**config.mk**
```make
export PLATFORM = sky130hd
export DESIGN_NAME = dpram_port_arbiter
export DESIGN_NICKNAME = d
export VERILOG_FILES = /design/src/rtl/dpram_port_arbiter.sv
export SDC_FILE = /design/constraint.sdc
export NUM_CORES = 1
export LEC_CHECK = 0
export ABC_AREA = 1
export BUFFER_PORTS_ARGS = -buffer_cell sky130_fd_sc_hd__buf_2
export CAP_MARGIN = 30
export CORE_AREA = 2 2 122 124
export CTS_CLUSTER_SIZE = 24
export DETAILED_ROUTE_END_ITERATION = 12
export DIE_AREA = 0 0 124 126
export SETUP_SLACK_MARGIN = 0.4
export SLEW_MARGIN = 20
export SYNTH_ARGS = -nofsm -noshare
export SYNTH_HDL_FRONTEND = slang
export SYNTH_SLANG_ARGS = --single-unit
```
**constraint.sdc**
```tcl
create_clock -name clk -period 3.5 [get_ports clk]
set_input_delay 0.35 -clock clk [delete_from_list [all_inputs] [get_ports clk]]
set_output_delay 0.35 -clock clk [all_outputs]
set_load 0.05 [all_outputs]
```
**src/rtl/dpram_port_arbiter.sv**
```systemverilog
// Round-robin arbiter mapping four requesters onto the two ports of a dual-port RAM,
// with a per-port tag pipeline that routes registered read data back to its requester.
module dpram_port_arbiter #(
  parameter int DW = 8,
  parameter int AW = 4
) (
  input  logic            clk,
  input  logic            rst_n,
  input  logic [3:0]      req,
  input  logic [3:0]      we,
  input  logic [4*AW-1:0] addr,
  input  logic [4*DW-1:0] wdata,
  output logic [3:0]      gnt,
  output logic [3:0]      rvalid,
  output logic [4*DW-1:0] rdata,
  output logic            ram_wr_en_a,
  output logic            ram_wr_en_b,
  output logic [AW-1:0]   ram_addr_a,
  output logic [AW-1:0]   ram_addr_b,
  output logic [DW-1:0]   ram_in_a,
  output logic [DW-1:0]   ram_in_b,
  input  logic [DW-1:0]   ram_out_a,
  input  logic [DW-1:0]   ram_out_b
);

  // Two accesses collide on the same location unless both are reads.
  function automatic logic conflict(input logic [AW-1:0] addr_x, input logic we_x,
                                    input logic [AW-1:0] addr_y, input logic we_y);
    return (addr_x == addr_y) && (we_x || we_y);
  endfunction

  logic [1:0] ptr;
  logic [1:0] ptr_next;
  logic [1:0] cand;
  logic [1:0] idx_a;
  logic [1:0] idx_b;
  logic       hit_a;
  logic       hit_b;

  logic       tag_v1_a, tag_v2_a, tag_v1_b, tag_v2_b;
  logic [1:0] tag_id1_a, tag_id2_a, tag_id1_b, tag_id2_b;

  // Scan from ptr: first requester takes port A, next non-conflicting one takes port B.
  always_comb begin
    cand  = 2'd0;
    idx_a = 2'd0;
    idx_b = 2'd0;
    hit_a = 1'b0;
    hit_b = 1'b0;
    for (int k = 0; k < 4; k++) begin
      cand = ptr + 2'(k);
      if (req[cand] && !hit_a) begin
        hit_a = 1'b1;
        idx_a = cand;
      end else if (req[cand] && !hit_b &&
                   !conflict(addr[idx_a*AW +: AW], we[idx_a], addr[cand*AW +: AW], we[cand])) begin
        hit_b = 1'b1;
        idx_b = cand;
      end else begin
        idx_b = idx_b;
      end
    end
  end

  // Grant vector and round-robin pointer advance.
  always_comb begin
    gnt      = 4'b0000;
    ptr_next = ptr;
    if (!rst_n) begin
      gnt = 4'b0000;
    end else begin
      gnt = (hit_a ? (4'b0001 << idx_a) : 4'b0000) | (hit_b ? (4'b0001 << idx_b) : 4'b0000);
    end
    if (hit_b) begin
      ptr_next = idx_b + 2'd1;
    end else if (hit_a) begin
      ptr_next = idx_a + 2'd1;
    end else begin
      ptr_next = ptr;
    end
  end

  // Round-robin pointer register.
  always_ff @(posedge clk or negedge rst_n) begin
    if (!rst_n) begin
      ptr <= 2'd0;
    end else begin
      ptr <= ptr_next;
    end
  end

  // Port A command register; address and data hold when the port is idle.
  always_ff @(posedge clk or negedge rst_n) begin
    if (!rst_n) begin
      ram_wr_en_a <= 1'b0;
      ram_addr_a  <= '0;
      ram_in_a    <= '0;
    end else if (hit_a) begin
      ram_wr_en_a <= we[idx_a];
      ram_addr_a  <= addr[idx_a*AW +: AW];
      ram_in_a    <= wdata[idx_a*DW +: DW];
    end else begin
      ram_wr_en_a <= 1'b0;
    end
  end

  // Port B command register; address and data hold when the port is idle.
  always_ff @(posedge clk or negedge rst_n) begin
    if (!rst_n) begin
      ram_wr_en_b <= 1'b0;
      ram_addr_b  <= '0;
      ram_in_b    <= '0;
    end else if (hit_b) begin
      ram_wr_en_b <= we[idx_b];
      ram_addr_b  <= addr[idx_b*AW +: AW];
      ram_in_b    <= wdata[idx_b*DW +: DW];
    end else begin
      ram_wr_en_b <= 1'b0;
    end
  end

  // Read tags follow each port command through the RAM's registered read.
  always_ff @(posedge clk or negedge rst_n) begin
    if (!rst_n) begin
      tag_v1_a  <= 1'b0;
      tag_id1_a <= 2'd0;
      tag_v2_a  <= 1'b0;
      tag_id2_a <= 2'd0;
      tag_v1_b  <= 1'b0;
      tag_id1_b <= 2'd0;
      tag_v2_b  <= 1'b0;
      tag_id2_b <= 2'd0;
    end else begin
      tag_v1_a  <= hit_a && !we[idx_a];
      tag_id1_a <= idx_a;
      tag_v2_a  <= tag_v1_a;
      tag_id2_a <= tag_id1_a;
      tag_v1_b  <= hit_b && !we[idx_b];
      tag_id1_b <= idx_b;
      tag_v2_b  <= tag_v1_b;
      tag_id2_b <= tag_id1_b;
    end
  end

  // Return stage: steer each port's read data to the requester named by its tag.
  always_ff @(posedge clk or negedge rst_n) begin
    if (!rst_n) begin
      rvalid <= 4'b0000;
      rdata  <= '0;
    end else begin
      for (int i = 0; i < 4; i++) begin
        if (tag_v2_a && (tag_id2_a == 2'(i))) begin
          rvalid[i]           <= 1'b1;
          rdata[i*DW +: DW]   <= ram_out_a;
        end else if (tag_v2_b && (tag_id2_b == 2'(i))) begin
          rvalid[i]           <= 1'b1;
          rdata[i*DW +: DW]   <= ram_out_b;
        end else begin
          rvalid[i]           <= 1'b0;
        end
      end
    end
  end

endmodule
```
==> metrics.md <==
| Metric | Value |
|---|---|
| Hold path depth | 3 |
| Non-Filler Instances | 1233 |
| RSZ-0062 raised after global routing | yes |
| Share of cells above drive strength 1 | 36.89% |
| Gr usage total | 26.08% |
| Maximum count of clock buffers along a single path | 2 |
| Worst-path clk slew | 0.06 ns |
| Multi-input logic area | 3747 um^2 |
| Antenna cells | 0 |
| Synthesis-to-layout area growth | 43.98% |
| Routed wire length | 20940 um |
| Synth Area in XOR/XNOR | 0% |
| Initial core utilization | 39.09% |
| Worst endpoint required time | 3.15 ns |
| Clk_skew | 0.005937 ns |
| Largest family of logic cells by synthesized area | simple AND/OR/NAND/NOR gates |
| Fin worst setup slack | -0.04829 ns |
| Worst-path fanout max | 6 |
| First-pass GRT wire length | 31680 um |
| Via count | 6801 |
| CP Class | flop to output port |
| Cell Rows | 44 |
| Final period util | 101.4% |
| CTS HTree Levels | 3 |
| Chip height | 126 um |
| Register bit total from synthesis | 76 |
| DP Cell Count | 1160 |
| Pre-Repair DR Iteration Count | 5 |
| Number of distinct library cells after synthesis | 35 |
| R2r setup slk | 0.36 ns |
| Crit path time final | 3.548 ns |
| Vias in the first global route | 6151 |
| Startpoint types | flop |
| # setup viols final | 2 |
| Area of the core | 14310 um^2 |
| Multiplexer share of the synthesized area | 0% |
| DRT iter0 DRCs | 649 |
| # DRC | 0 |
| Worst-Skew Late Latency | 0.34 ns |
| Worst Setup End Kind | output port |
| Setup TNS | -0.08725 ns |
| GPL Wtd Cong | 0.8897 |
| Initial antenna violation count | 0 |
| Failing checks | negative setup slack |
| I/O pin count | 140 |
| CTS tree | yes |
| Arrival time at the worst endpoint | 3.20 ns |
| Mapped Cells | 844 |
| Avg WL per Cell | 16.98 um |
| Synth warn | 0 |
| Actual slew at the worst max-slew pin | 0.6091 ns |
| Largest net degree at the start of global routing | 47 |
| Congestion Overflow GR | 0 |
| CTS root buf | clkbuf_16 |
| Final ANT Viol Nets | 0 |
| Synth Area in Compound Gates | 15.12% |
| Fillers | 1352 |
| Syn_nets | 918 |
| Most frequent cells in the layout | 270 x nand2_1, 134 x buf_2, 79 x inv_1 |
| Synth Cell Area | 5595 um^2 |
| Worst Reg-to-Reg Cells | 23 |
| Vias/cell | 5.516 |
| Synth Area in Simple Gates | 40.30% |
| Max frequency | 281.8 MHz |
| Max-slew violation count | 0 |
| Adder-Cell Fraction of Synth Area | 0% |
| Cts bufs inserted | 9 |
| I/O Buffers | 139 |
| Register area share after synthesis | 33.99% |
| FF+latch area | 1904 um^2 |
| Commonest non-fill, non-tap cell in the layout | nand2_1 |
| Die Wd | 124 um |
| Clock Sinks | 76 |
| Slew headroom | 59.39% |
| Avg Cell Area, Syn | 6.630 um^2 |
| Fin. Hold Viols | 0 |
| Place WS | 0.07144 ns |
| Status | complete, but fails checks |
| Hold Slack | 0.3077 ns |
| DPL Wire Length | 13820 um |
| Worst Hold Class | primary input to flop |
| Net count, final | 1118 |
| Die ar. | 15620 um^2 |
| Max Cap Viol | 0 |
==> what timing repair did <==
| action | 4_1_cts | 5_1_grt |
|---|---|---|
| cloned | 5 | 0 |
| hold buffers | 1 | 0 |
| pin swaps | 34 | 52 |
| setup buffers | 28 | 23 |
| gates resized for setup | 83 | 102 |
| hold endpoints to repair | 30 | 0 |
| setup endpoints to repair | 20 | 23 |
==> cell usage after synthesis <==
cell      number  area share (%)
a21boi_2       1            0.20
a21oi_1       20             1.8
a21oi_2        2            0.31
a22oi_1        8             1.1
a31oi_1        2            0.22
a41oi_1       11             1.7
buf_2         14             1.3
buf_4          7            0.94
buf_6          7             1.4
buf_8          1            0.27
clkbuf_1       7            0.47
dfrtp_1       76              34
inv_1         84             5.6
inv_2          7            0.47
inv_6          1            0.16
nand2_1      301              20
nand2_2       11             1.2
nand2_4       11             2.2
nand2_8        1            0.36
nand3_1      125              11
nand3_2        3            0.54
nand3_4        3            0.94
nand3b_1       3            0.40
nor2_1        35             2.3
nor2_2         3            0.34
nor2_4         1            0.20
nor3_1         4            0.36
o211ai_1       2            0.27
o21a_1         1            0.13
o21ai_0       67             6.0
o21ai_1        9            0.80
o21ai_4        1            0.29
o221ai_1      11             1.7
o22ai_1        1            0.11
o311ai_0       3            0.47
==> registers in the layout, summed over array words and instances (netlist names) <==
register and cells:
rvalid 4, tag_id2_a 2, ram_in_a 8, tag_v1_a 1, ram_addr_a 4, ptr 2
tag_v2_b 1, tag_id1_b 2, ram_wr_en_b 1, tag_v2_a 1, ram_wr_en_a 1, ram_addr_b 4
rdata 32, tag_v1_b 1, tag_id2_b 2, tag_id1_a 2, ram_in_b 8
==> per-stage QoR <==
stage | instance area, um^2 | util (%)
3_5_place_dp | 6521 | 45.56
5_1_grt | 8056 | 56.29
4_1_cts | 7460 | 52.12
6_report | 8056 | 56.29
2_1_floorplan | 5618 | -
3_3_place_gp | 6521 | 45.56
==> routing by layer <==
layer  wire length, um  vias to the layer above  track usage (%)
met1              8429                     3157            34.42
met5                 0                        -                0
met4               937                        0            11.90
li1                  -                     3185                -
met3              1716                       88            5.299
met2              9852                      371            40.98
==> worst paths after layout <==
check / start / end
max reg2reg: ptr[0] / ram_addr_b[3]
min reg2reg: tag_id1_b[1] / tag_id2_b[1]
max in group asynchronous: rst_n / ptr[0]
min: ram_out_a[7] / rdata[7]
max: ptr[0] / gnt[2]
min in group asynchronous: rst_n / rdata[26]
==> final cells by class <==
| cell class | instances | area share, % |
|---|---|---|
| multi-input combinational | 643 | 46.51 |
| inverter | 92 | 4.659 |
| tap | 184 | 2.858 |
| timing repair inverter | 1 | 0.07765 |
| sequential | 76 | 23.64 |
| clock inverter | 6 | 0.8697 |
| clock buffer | 10 | 2.966 |
| timing repair buffer | 221 | 18.42 |
==> kinds of logic (layout without fill, tap and decap cells) <==
logic type	after synthesis	in the layout
buffers and inverters	128	330
flip-flops	76	76
AND/OR/NAND/NOR	501	504
AO/OA/AOI/OAI	139	139
==> worst max-delay path: stages, from the launching register on <==
cell     delay (ns)
dfrtp_2        0.43
buf_6          0.14
inv_8          0.07
nand2_4        0.05
nand3_4        0.09
nand2_8        0.11
inv_4          0.09
nand3_4        0.15
buf_4          0.19
nand3_1        0.10
nand3_1        0.11
nand3_1        0.09
nand3_1        0.09
nor2_2         0.12
nand2_2        0.10
a21oi_4        0.19
nand2_2        0.09
nand2_2        0.09
nand2_4        0.08
inv_4          0.08
nand2_4        0.05
a21oi_4        0.15
buf_6          0.17
Power is not shown: default switching activity piles up to over one toggle a cycle in this logic, so the estimate is an artifact.
